`src/rtl/fetch_pkg.sv`:
```
// Shared constants for the instruction fetch stage: default widths, reset PC,
// timeout budget and the two-state FSM encoding.
package fetch_pkg;

  localparam int unsigned ADDR_W_DEF  = 16;
  localparam int unsigned INSTR_W_DEF = 16;
  localparam logic [15:0] RESET_PC_DEF = 16'h0000;
  localparam int unsigned TIMEOUT_DEF = 15;

  // Width of the WAIT-cycle timer; it saturates rather than wrapping.
  localparam int unsigned TIMER_W = 8;

  // Fetch FSM encoding, kept bit-compatible with the legacy control unit.
  localparam logic [0:0] IDLE = 1'b0;
  localparam logic [0:0] WAIT = 1'b1;

endpackage

```
`src/rtl/instr_fetch_unit_if.sv`:
```
// Instruction-memory read bus: address/request from the fetch unit,
// data/acknowledge from memory.
interface instr_fetch_unit_if
  import fetch_pkg::*;
#(
  parameter int unsigned ADDR_W  = ADDR_W_DEF,
  parameter int unsigned INSTR_W = INSTR_W_DEF
);

  logic [ADDR_W-1:0]  mem_adr;
  logic               mem_req;
  logic [INSTR_W-1:0] mem_rdata;
  logic               mem_ack;

  modport master (
    output mem_adr,
    output mem_req,
    input  mem_rdata,
    input  mem_ack
  );

  modport slave (
    input  mem_adr,
    input  mem_req,
    output mem_rdata,
    output mem_ack
  );

endinterface

```
`src/rtl/fetch_timer.sv`:
```
// 8-bit saturating WAIT-cycle counter; expired flags the last cycle a fetch
// may wait before the fetch unit gives up.
module fetch_timer
  import fetch_pkg::*;
#(
  parameter int unsigned TIMEOUT = TIMEOUT_DEF
) (
  input  logic clk,
  input  logic rst,
  input  logic clr,
  input  logic en,
  output logic expired
);

  logic [TIMER_W-1:0] cnt_q, cnt_d;

  // Next count: clear wins, otherwise count up and stick at all-ones.
  always_comb begin
    cnt_d = cnt_q;
    if (clr) begin
      cnt_d = '0;
    end else if (en && (cnt_q != '1)) begin
      cnt_d = cnt_q + TIMER_W'(1);
    end
  end

  // Counter register.
  always_ff @(posedge clk or posedge rst) begin
    if (rst) begin
      cnt_q <= '0;
    end else begin
      cnt_q <= cnt_d;
    end
  end

  assign expired = (cnt_q == TIMER_W'(TIMEOUT - 1));

endmodule

```
`src/rtl/instr_fetch_unit.sv`:
```
// Instruction fetch stage: owns PC, old-PC and instruction registers, drives
// the memory address mux, and runs the req/ack read handshake with stall,
// misalignment and timeout detection. RESET_PC must be even.
module instr_fetch_unit
  import fetch_pkg::*;
#(
  parameter int unsigned        ADDR_W   = ADDR_W_DEF,
  parameter int unsigned        INSTR_W  = INSTR_W_DEF,
  parameter logic [ADDR_W-1:0]  RESET_PC = ADDR_W'(RESET_PC_DEF),
  parameter int unsigned        TIMEOUT  = TIMEOUT_DEF
) (
  input  logic                clk,
  input  logic                rst,
  input  logic                ir_wr,
  input  logic                pc_write,
  input  logic                adr_src,
  input  logic [ADDR_W-1:0]   pc_next,
  input  logic [ADDR_W-1:0]   data_adr,
  instr_fetch_unit_if.master  mem,
  output logic [ADDR_W-1:0]   pc,
  output logic [ADDR_W-1:0]   old_pc,
  output logic [INSTR_W-1:0]  instruction,
  output logic                stall,
  output logic                fetch_err
);

  logic [0:0]         state_q, state_d;
  logic [ADDR_W-1:0]  pc_q, pc_d;
  logic [ADDR_W-1:0]  old_pc_q, old_pc_d;
  logic [ADDR_W-1:0]  fetch_adr_q, fetch_adr_d;
  logic [INSTR_W-1:0] instr_q, instr_d;
  logic               err_q, err_d;
  logic               accept;
  logic               timer_en;
  logic               timer_expired;

  // A fetch is launched only from IDLE with an even PC.
  assign accept   = (state_q == IDLE) && ir_wr && !pc_q[0];
  assign timer_en = (state_q == WAIT);

  fetch_timer #(
    .TIMEOUT (TIMEOUT)
  ) u_timer (
    .clk     (clk),
    .rst     (rst),
    .clr     (accept),
    .en      (timer_en),
    .expired (timer_expired)
  );

  // Next-state logic for the FSM and all architectural registers.
  always_comb begin
    state_d     = state_q;
    pc_d        = pc_q;
    old_pc_d    = old_pc_q;
    fetch_adr_d = fetch_adr_q;
    instr_d     = instr_q;
    err_d       = err_q;

    // PC load is independent of the fetch; fetch_adr keeps the in-flight address.
    if (pc_write) begin
      pc_d = pc_next;
    end

    if (state_q == IDLE) begin
      if (ir_wr) begin
        if (pc_q[0]) begin
          err_d = 1'b1;
        end else begin
          fetch_adr_d = pc_q;
          err_d       = 1'b0;
          state_d     = WAIT;
        end
      end
    end else begin
      // Ack takes priority over an expiring timer in the same cycle.
      if (mem.mem_ack) begin
        instr_d  = mem.mem_rdata;
        old_pc_d = fetch_adr_q;
        state_d  = IDLE;
      end else if (timer_expired) begin
        err_d   = 1'b1;
        state_d = IDLE;
      end
    end
  end

  // State and datapath registers with asynchronous reset.
  always_ff @(posedge clk or posedge rst) begin
    if (rst) begin
      state_q     <= IDLE;
      pc_q        <= RESET_PC;
      old_pc_q    <= '0;
      fetch_adr_q <= '0;
      instr_q     <= '0;
      err_q       <= 1'b0;
    end else begin
      state_q     <= state_d;
      pc_q        <= pc_d;
      old_pc_q    <= old_pc_d;
      fetch_adr_q <= fetch_adr_d;
      instr_q     <= instr_d;
      err_q       <= err_d;
    end
  end

  assign mem.mem_req = (state_q == WAIT);
  assign mem.mem_adr = (state_q == WAIT) ? fetch_adr_q
                     : (adr_src ? data_adr : pc_q);

  assign stall       = (state_q == WAIT) || accept;
  assign pc          = pc_q;
  assign old_pc      = old_pc_q;
  assign instruction = instr_q;
  assign fetch_err   = err_q;

endmodule

```
`src/flat_wrapper.sv`:
```
// flat-port wrapper written by rule: the top's interface ports become plain ports
module instr_fetch_unit_flat import fetch_pkg::*;
#(
  parameter int unsigned        ADDR_W   = ADDR_W_DEF,
  parameter int unsigned        INSTR_W  = INSTR_W_DEF,
  parameter logic [ADDR_W-1:0]  RESET_PC = ADDR_W'(RESET_PC_DEF),
  parameter int unsigned        TIMEOUT  = TIMEOUT_DEF
)
  (clk, rst, ir_wr, pc_write, adr_src, pc_next, data_adr, pc, old_pc, instruction, stall, fetch_err, mem_mem_adr, mem_mem_req, mem_mem_rdata, mem_mem_ack);
  instr_fetch_unit_if #(.ADDR_W(ADDR_W), .INSTR_W(INSTR_W)) mem_i ();
  input  logic clk;
  input  logic rst;
  input  logic ir_wr;
  input  logic pc_write;
  input  logic adr_src;
  input  logic [ADDR_W-1:0] pc_next;
  input  logic [ADDR_W-1:0] data_adr;
  output logic [ADDR_W-1:0] pc;
  output logic [ADDR_W-1:0] old_pc;
  output logic [INSTR_W-1:0] instruction;
  output logic stall;
  output logic fetch_err;
  output wire logic [$bits(mem_i.mem_adr)-1:0] mem_mem_adr;
  output wire logic [$bits(mem_i.mem_req)-1:0] mem_mem_req;
  input wire logic [$bits(mem_i.mem_rdata)-1:0] mem_mem_rdata;
  input wire logic [$bits(mem_i.mem_ack)-1:0] mem_mem_ack;
  assign mem_mem_adr = mem_i.mem_adr;
  assign mem_mem_req = mem_i.mem_req;
  assign mem_i.mem_rdata = mem_mem_rdata;
  assign mem_i.mem_ack = mem_mem_ack;
  instr_fetch_unit #(.ADDR_W(ADDR_W), .INSTR_W(INSTR_W), .RESET_PC(RESET_PC), .TIMEOUT(TIMEOUT)) u_core (.clk(clk), .rst(rst), .ir_wr(ir_wr), .pc_write(pc_write), .adr_src(adr_src), .pc_next(pc_next), .data_adr(data_adr), .mem(mem_i), .pc(pc), .old_pc(old_pc), .instruction(instruction), .stall(stall), .fetch_err(fetch_err));
endmodule
```
`config.mk`:
```
export PLATFORM = sky130hd
export DESIGN_NAME = instr_fetch_unit_flat
export DESIGN_NICKNAME = d
export VERILOG_FILES = /design/src/rtl/fetch_pkg.sv /design/src/rtl/instr_fetch_unit_if.sv /design/src/rtl/fetch_timer.sv /design/src/rtl/instr_fetch_unit.sv /design/src/flat_wrapper.sv
export SDC_FILE = /design/constraint.sdc
export NUM_CORES = 1
export LEC_CHECK = 0
export ABC_AREA = 1
export CORE_MARGIN = 1
export CORE_UTILIZATION = 48
export DETAILED_ROUTE_END_ITERATION = 6
export GPL_TIMING_DRIVEN = 0
export PLACE_DENSITY = 0.94
export SLEW_MARGIN = 10
export SYNTH_ARGS = -nofsm -noshare
export SYNTH_HDL_FRONTEND = slang
export SYNTH_SLANG_ARGS = --single-unit
```
`constraint.sdc`:
```
create_clock -name clk -period 4.4 [get_ports clk]
set_input_delay 0.44 -clock clk [delete_from_list [all_inputs] [get_ports clk]]
set_output_delay 0.44 -clock clk [all_outputs]
set_load 0.02 [all_outputs]
```
==> results.py <==
metrics = {
    "worst_setup_path": {
        "cp_max_fo": 10,
        "worstPathCellList": "buf_6, clkbuf_1, a21oi_1, a22oi_1, clkdlybuf4s50_1",
        "regToRegSetupSlack_ns": 2.96,
        "crit_required_ns": 3.96,
        "start_kind": "flop",
        "worst_setup_path_end_kind": "primary output",
        "max_stage_delay_ns": 0.65,
        "crit_type": "reg2out",
        "cp_slowest_cell": "clkdlybuf4s50_1",
        "worstPathArrival_ns": 2.26,
    },
    "pwr": {
        "combPwrFrac_pct": 39.0,
        "power.switching_fraction_pct": 34.8,
        "intPower_w": 0.00154,
        "total_leakage_power_nw": 2.18,
        "irDropWorstVdd_mv": 0.255,
        "p_switching_w": 0.000819,
        "p_clk_share_pct": 21.3,
        "seq_power_share_pct": 39.7,
        "powerDensity_nw_per_um2": 496,
    },
    "global_route": {
        "grt_usage_pct": 25.8,
        "grt_pass1_vias": 3005,
        "overflow": 0,
        "antenna_found_initial": 0,
        "grt_max_degree": 63,
        "grt_pass1_wl_um": 14300,
    },
    "cells_and_area": {
        "multi_input_area_um2": 1220,
        "nFillCells": 436,
        "fin_cells": 558,
        "final_cell_area_um2": 4750,
        "insertedDiodeCount": 0,
        "drive_above_1_share_pct": 12.7,
        "nNetsFinal": 533,
        "area_growth_pct": 45.5,
        "finish.utilization_pct": 73.5,
        "seqCellArea_um2": 1800,
    },
    "logic_synthesis": {
        "syn_inst": 348,
        "synth.area.top_cells": "dfrtp_1 (55%), nand2_1 (10%), mux2_2 (7.9%)",
        "synth_area_per_cell_um2": 9.38,
        "mappedNetlistArea_um2": 3260,
        "synth-main-ff-cell": "dfrtp_1",
        "synthDistinctLibCells": 28,
        "async_flop_share_pct": 100,
        "synth_edf_count": 0,
        "synth_top_area_share_pct": 55.2,
        "syn-num-nets": 404,
        "yosys.area.top_type": "dfrtp_1",
        "yosysSeqAreaShare_pct": 55.2,
        "synth.most_common_cell": "nand2_1",
        "yosysWarnings": 0,
        "synth-seq-cells": 72,
        "synth_top_cells_by_count": "nand2_1 (90), dfrtp_1 (72), o21ai_0 (40)",
    },
    "detailed_routing": {
        "wl_um": 8630,
        "drc": 7,
        "drt_iter0_drc": 177,
        "ant_nets": 0,
        "dr.pass1.iters": 7,
        "via_per_inst": 5.34,
        "wire_per_inst_um": 15.5,
        "num_vias": 2982,
    },
    "die": {
        "die_w_um": 84.5,
        "io_pins": 121,
        "die_area_um2": 7130,
        "die_h_um": 84.5,
        "initial_core_util_pct": 50.5,
        "core-area_um2": 6460,
        "num_rows": 29,
    },
    "sta": {
        "clock_skew_ns": 0.00646,
        "period_minus_slack_ns": 2.70,
        "setup_viol": 0,
        "fin_crit_sh_pct": 61.4,
        "drv_slew": 0,
        "timing.hold.ws_ns": 0.354,
        "hold_violations": 0,
        "rsz0062_at_grt": "false",
        "worst_slew_margin_rel_pct": 62.9,
        "fmax_ghz": 0.370,
        "tns_ns": 0,
        "worstMarginPinSlew_ns": 0.557,
    },
    "clock_tree": {
        "postCtsHoldBufs": 0,
        "cts_num_sinks": 72,
        "clk_path_buf_depth": 2,
        "ctsResizeCount": 0,
        "cts_setup_buffers": 0,
        "cts_tree": "done",
        "clk_latency_ns": 0.34,
        "htreeDepth": 3,
        "clock_tree.root_cell": "clkbuf_8",
        "cts_buffers": 9,
        "clkTransAtPathRegs_ns": 0.07,
    },
    "placed_design": {
        "dp.cells": 543,
        "place_congestion": 0.911,
        "port_buffers": 117,
        "dp_hpwl_um": 6420,
        "dpl_cell_area_um2": 4560,
    },
    "run_status": {
        "status": "finished, violations left",
        "failed_checks": "DRC",
    },
    "job": {
        "drv_cap": 0,
    },
    "worst_hold_path": {
        "hp-class": "in2async",
    },
}
==> kinds of logic (layout without fill, tap and decap cells) <==
family | count (synthesis) | in the layout | share of synthesized area [%]
flops | 72 | 72 | 55.2
fa+ha+maj | 2 | 2 | 0.766
mux | 24 | 24 | 8.28
simple gates | 116 | 116 | 15.1
other cells | 1 | 1 | 0.115
compound gates | 74 | 74 | 12.5
xor+xnor | 2 | 2 | 0.537
buf+inv | 57 | 190 | 7.51
==> area by class of cell <==
type	instances	share of cell area [%]
flip-flops and latches	72	37.9
plain buffers	18	2.03
multi-input cells	219	25.6
inverters	39	3.19
well taps	77	2.03
repair buffers	118	25.2
clock inverters	4	0.949
clock buffers	11	2.98
==> flip-flops by register name, summed over array words and instances, names as in the netlist <==
signal and cells:
u_core.fetch_adr_q 15, u_core.old_pc 15, u_core.u_timer.cnt_q 8, u_core.instruction 16, u_core.pc 16, u_core.mem.mem_req 1
u_core.fetch_err 1
==> power by group through the flow <==
stage | Sequential, W | Combinational (W) | Clock (W)
global placement | 0.000932 | 0.000887 | 0
finish | 0.000934 | 0.000919 | 0.000502
detailed placement | 0.000943 | 0.000915 | 0
global route | 0.000954 | 0.000984 | 0.000539
floorplan | 0.00107 | 0.000328 | 0
CTS | 0.000932 | 0.000921 | 0.000508
==> cell usage in the layout (no fill, tap or decap) <==
master,count
inv_2,3
clkdlybuf4s50_1,117
buf_2,8
mux2_2,23
mux2_1,1
buf_16,1
nor2_2,2
nor3b_1,1
a21oi_1,17
nand2_2,2
ha_1,2
dfrtp_1,72
inv_1,34
bufinv_16,1
o22ai_1,1
buf_6,2
inv_4,2
o21ai_1,1
nand2_1,90
nor2_4,1
clkinv_2,3
nor2_1,6
xor2_1,2
a22oi_1,15
o21ai_0,40
nand4_1,2
clkbuf_8,10
nand3b_1,1
buf_4,1
nand3_1,9
conb_1,1
nand2_4,2
clkbuf_1,8
==> worst max-delay path, delay by kind of cell (launching register included) <==
family / cells / cell delay (ns)
AOI/OAI and AO/OA: 2 / 0.29
DFF: 1 / 0.38
buffers and inverters: 3 / 1.26
==> metrics by stage <==
step	setup WS, ns	total power [W]
after global routing	1.59	0.00248
after CTS	1.68	0.00236
after detailed placement	2.01	0.00186
after floorplan	2.14	0.00140
after global placement	1.07	0.00182
final	1.70	0.00235
==> worst paths after layout <==
kind                                         startpoint                 endpoint  depth (start not counted)
min in group clk                               pc_write            u_core.pc[15]                          2
worst min-delay path                                rst    u_core.instruction[8]                          2
max in group asynchronous                           rst            u_core.pc[12]                          3
worst max register to register  u_core.u_timer.cnt_q[1]  u_core.u_timer.cnt_q[0]                          6
worst min register to register        u_core.old_pc[11]        u_core.old_pc[11]                          2
worst max-delay path                 u_core.mem.mem_req          mem_mem_adr[12]                          5
==> per-layer routing <==
metal | up-vias | wire length, µm | global-route usage (%)
met2 | 144 | 4260 | 42.5
li1 | 1386 | - | -
met4 | 0 | 263 | 13.1
met1 | 1424 | 3540 | 33.0
met3 | 28 | 570 | 4.72
met5 | - | 0 | 0
No activity file was read; power rests on OpenSTA's default activity.
==> edit 1, RTL diff (config.mk and constraints unchanged) <==
Register the output `fetch_err` once more, without a reset; this adds one clock of latency there. The other outputs are not delayed to match.
--- a/src/rtl/instr_fetch_unit.sv
+++ b/src/rtl/instr_fetch_unit.sv
@@ -112,7 +112,9 @@
   assign pc          = pc_q;
   assign old_pc      = old_pc_q;
   assign instruction = instr_q;
-  assign fetch_err   = err_q;
+  always_ff @(posedge clk) begin
+    fetch_err <= err_q;
+  end
 
 endmodule
 
Check against the original RTL: not equivalent (Yosys sat finds a counterexample within 4 cycles, from zero or initial values and one cycle with rst high).
==> edit 1 against the original RTL <==
The flow still finishes with violations (DRC). Routed wire length decreased by 0.13%. Clock power increased by 4%. Power increased by 1.2%. Core utilization increased by 0.052 points. Sequential power increased by 0.7%. Worst setup slack improved by 34 ps. Sequential cell count increased by 1. Area after synthesis increased by 0.61%. Clock skew increased by 3.4 ps. Count of clock-buffer cells in the layout unchanged. Register-to-register slack got worse by 60 ps. Final area increased by 0.63%.
==> edit 1: results (changes against the original RTL) <==
| Metric | Value |
|---|---|
| Clk pwr share | 0.219 (+0.006) |
| DP Area | 4582 sq um (+0.44%) |
| Placer Congestion | 0.9005 (-1.2%) |
| Failing checks | DRC |
| Antenna diodes | 0 (unchanged) |
| Comb power frac | 0.386 (-0.004) |
| Number of global-route vias before repair | 2867 (-4.6%) |
| Layout net count | 534 (+0.19%) |
| Met1 usage | 0.3115 (-0.01815) |
| Post-CTS Setup Bufs | 0 (unchanged) |
| Met3 Routed Length | 673 microns (+18%) |
| First-pass GRT wire length | 13840 microns (-3.0%) |
| Status | finished, violations left |
| Synth cell types | 29 (+3.6%) |
| Routed via count | 2958 (-0.80%) |
| Drt drc | 9 (+2) |
| Initial DRC count | 216 (+22%) |
| Met1 wire length | 3491 microns (-1.3%) |
| Worst VDD drop | 0.2430 mV (-4.8%) |
| Arrival time worst endpoint | 2230 ps (-30 ps) |
| HPWL after DPL | 6616 microns (+3.0%) |
| Layout cells sized above 1 | 0.1284 (+0.001545) |
| Pin count of the biggest net entering global routing | 58 (-7.9%) |
| Sw frac | 0.3495 (+0.001595) |
| Fillers | 460 (+5.5%) |
| Warnings from Yosys | 0 (unchanged) |
| Clk_skew | 9.813 ps (+3.353 ps) |
| Leak Pwr | 0.002183 uW (+0.22%) |
| Met2 wire len | 4202 microns (-1.3%) |
| GRT Overall Usage | 0.2528 (-0.005137) |
| GR Util met3 | 0.04818 (+0.0009833) |
| Post-Synthesis Cells | 349 (+0.29%) |
| Synth area leaders | dfrtp_1 55%, nand2_1 10%, mux2_2 7.9% |
| Grt met2 use | 0.4228 (-0.001975) |
| Dpl ws | 2014 ps (+4.580 ps) |
| Syn_nets | 405 (+0.25%) |
| Placed cells | 544 (+0.18%) |
| DR WL/cell | 15.39 microns (-0.48%) |
| Vias per cell | 5.282 (-1.2%) |
[edit 1: per-stage QoR]
stage | util | total power (uW)
6_report | 0.7357 | 2383
5_1_grt | 0.7357 | 2515
4_1_cts | 0.7357 | 2394
3_5_place_dp | 0.7055 | 1873
3_3_place_gp | 0.7008 | 1829
2_1_floorplan | - | 1413
[edit 1: final timing paths]
check                           depth (start not counted)                     from  slack, ps                 endpoint
worst max-delay path                                    5       u_core.mem.mem_req       1730          mem_mem_adr[10]
worst min-delay path                                    2                      rst        360    u_core.instruction[4]
worst max register to register                          6  u_core.u_timer.cnt_q[1]       2900  u_core.u_timer.cnt_q[2]
worst min register to register                          0             u_core.err_q        370         u_core.fetch_err
max in group asynchronous                               3                      rst       3510             u_core.pc[3]
min in group clk                                        0             u_core.err_q        370         u_core.fetch_err
[edit 1: cell type report]
cell class	count	area (sq um)	area share
clock inverters	5	55.05	0.01152
multi-input cells	219	1217	0.2548
repair buffers	118	1199	0.2509
well taps	77	96.34	0.02016
plain buffers	18	96.34	0.02016
inverters	39	151.4	0.03168
clock buffers	11	141.4	0.02959
flip-flops and latches	73	1822	0.3813
[edit 1: cells by family (layout without fill, tap and decap cells)]
| logic type | Yosys count | in the layout | synth area share |
|---|---|---|---|
| and+or+nand+nor | 116 | 116 | 0.1497 |
| buffers and inverters | 57 | 191 | 0.07467 |
| muxes | 24 | 24 | 0.08229 |
| xor gates and xnor gates | 2 | 2 | 0.005334 |
| adders and majority gates | 2 | 2 | 0.007618 |
| other | 1 | 1 | 0.001142 |
| AOI/OAI and AO/OA | 74 | 74 | 0.1246 |
| DFF | 73 | 73 | 0.5547 |
==> edit 2, RTL diff (config.mk and constraints unchanged) <==
Without the edit above. The package constant `ADDR_W_DEF` goes from 16 to 15.
--- a/src/rtl/fetch_pkg.sv
+++ b/src/rtl/fetch_pkg.sv
@@ -2,7 +2,7 @@
 // timeout budget and the two-state FSM encoding.
 package fetch_pkg;
 
-  localparam int unsigned ADDR_W_DEF  = 16;
+  localparam int unsigned ADDR_W_DEF  = 15;
   localparam int unsigned INSTR_W_DEF = 16;
   localparam logic [15:0] RESET_PC_DEF = 16'h0000;
   localparam int unsigned TIMEOUT_DEF = 15;
Interface: changed (5 resized); port bits go from 121 to 116. No check against the original RTL was run, so the function may have changed too.
==> edit 2 against the original RTL <==
Sequential cell count decreased by 3. Worst setup slack got worse by 140 ps. Combinational power decreased by 4.4%. Final area decreased by 4.0%. Hold slack improved by 130 ps. Power increased by 1.6%. Routed wire length decreased by 2.6%. Area after synthesis decreased by 5.3%. Critical path type is now primary input to output pin. Critical endpoint is now mem_mem_adr[9]. Largest power group unchanged.
==> edit 2: results (changes against the original RTL) <==
| Metric | Value |
|---|---|
| Layout cells sized above 1 | 0.07400 (-0.05282) |
| Status | completed |
| Post-synth top cells | 93 x nand2_1, 69 x dfrtp_1, 44 x o21ai_0 |
| Comb power frac | 0.367 (-0.023) |
| 1st-pass router iterations | 5 (-2) |
| Clock buf/inv share | 0.05241 (+0.01315) |
| Non-clk bufs | 130 (-4.4%) |
| Clock buffer count | 10 (-1) |
| Slew margin rel. | 0.4493 (-0.1795) |
| Sw frac | 0.3370 (-0.01093) |
| Synth area leaders | dfrtp_1 56%, nand2_1 11%, o21ai_0 7.1% |
| GRT Overall Usage | 0.2720 (+0.01402) |
| Clk_skew | 8.119 ps (+1.659 ps) |
| Final std cells w/o fill | 548 (-1.8%) |
| Non-CTS inverters | 42 (+7.7%) |
| Non-clock buffer share | 0.2670 (-0.005714) |
| Crit path launch | adr_src |
| Seq/Total Area, Yosys | 0.5583 (+0.006317) |
| Pin count of the biggest net entering global routing | 70 (+11%) |
| XOR/XNOR share of the synthesized area | 0.002832 (-0.002534) |
| Worst VDD drop | 0.3809 mV (+49%) |
| Reg power frac | 0.377 (-0.020) |
| Layout net count | 522 (-2.1%) |
| First-pass GRT wire length | 13480 microns (-5.6%) |
| Initial DRC count | 185 (+4.5%) |
| Synth cell types | 21 (-25%) |
## edit 2: cell types whose count changed in the layout (fill, tap and decap cells not counted), sizes merged, moves of 2 or more
cell	before	now
o21ai	41	45
inv	39	42
dfrtp	72	69
nand4	2	0
nand3	9	16
buf	12	10
bufinv	1	3
clkdlybuf4s50	117	113
mux2	24	16
## edit 2: worst paths after layout
| check | to | slack (ps) | depth (start not counted) |
|---|---|---|---|
| worst max-delay path | mem_mem_adr[9] | 1560 | 6 |
| worst min-delay path | u_core.pc[14] | 480 | 3 |
| worst max register to register | u_core.u_timer.cnt_q[5] | 2790 | 6 |
| worst min register to register | u_core.fetch_adr_q[5] | 490 | 2 |
| max in group asynchronous | u_core.pc[13] | 3240 | 2 |
| min in group asynchronous | u_core.instruction[12] | 620 | 2 |
## edit 2: stage by stage
step | worst slack [ps] | hold slack [ps] | utilization | cell area, sq um | total power (uW)
5_1_grt | 1527 | 511.8 | 0.7523 | 4559 | 2518
4_1_cts | 1597 | 479.4 | 0.7523 | 4559 | 2403
2_1_floorplan | 2220 | 453.0 | - | 3093 | 1343
3_3_place_gp | 1232 | 463.6 | 0.7124 | 4318 | 1749
3_5_place_dp | 1599 | 472.6 | 0.7128 | 4320 | 1787
6_report | 1555 | 482.1 | 0.7523 | 4559 | 2392
## edit 2: per-layer routing
metal | vias up | track usage | share of wire
met4 | 0 | 0.1368 | 0.028
met3 | 22 | 0.06154 | 0.068
met2 | 123 | 0.4686 | 0.51
met1 | 1366 | 0.3175 | 0.40
li1 | 1363 | - | -
met5 | - | 0 | 0
## edit 2: kinds of logic (layout without fill, tap and decap cells)
kind of cell    after synthesis  in the layout
buf+inv                      59            188
flops                        69             69
mux                          16             16
xor+xnor                      1              1
compound gates               77             77
fa+ha+maj                     2              2
simple gates                119            119
other cells                   1              1
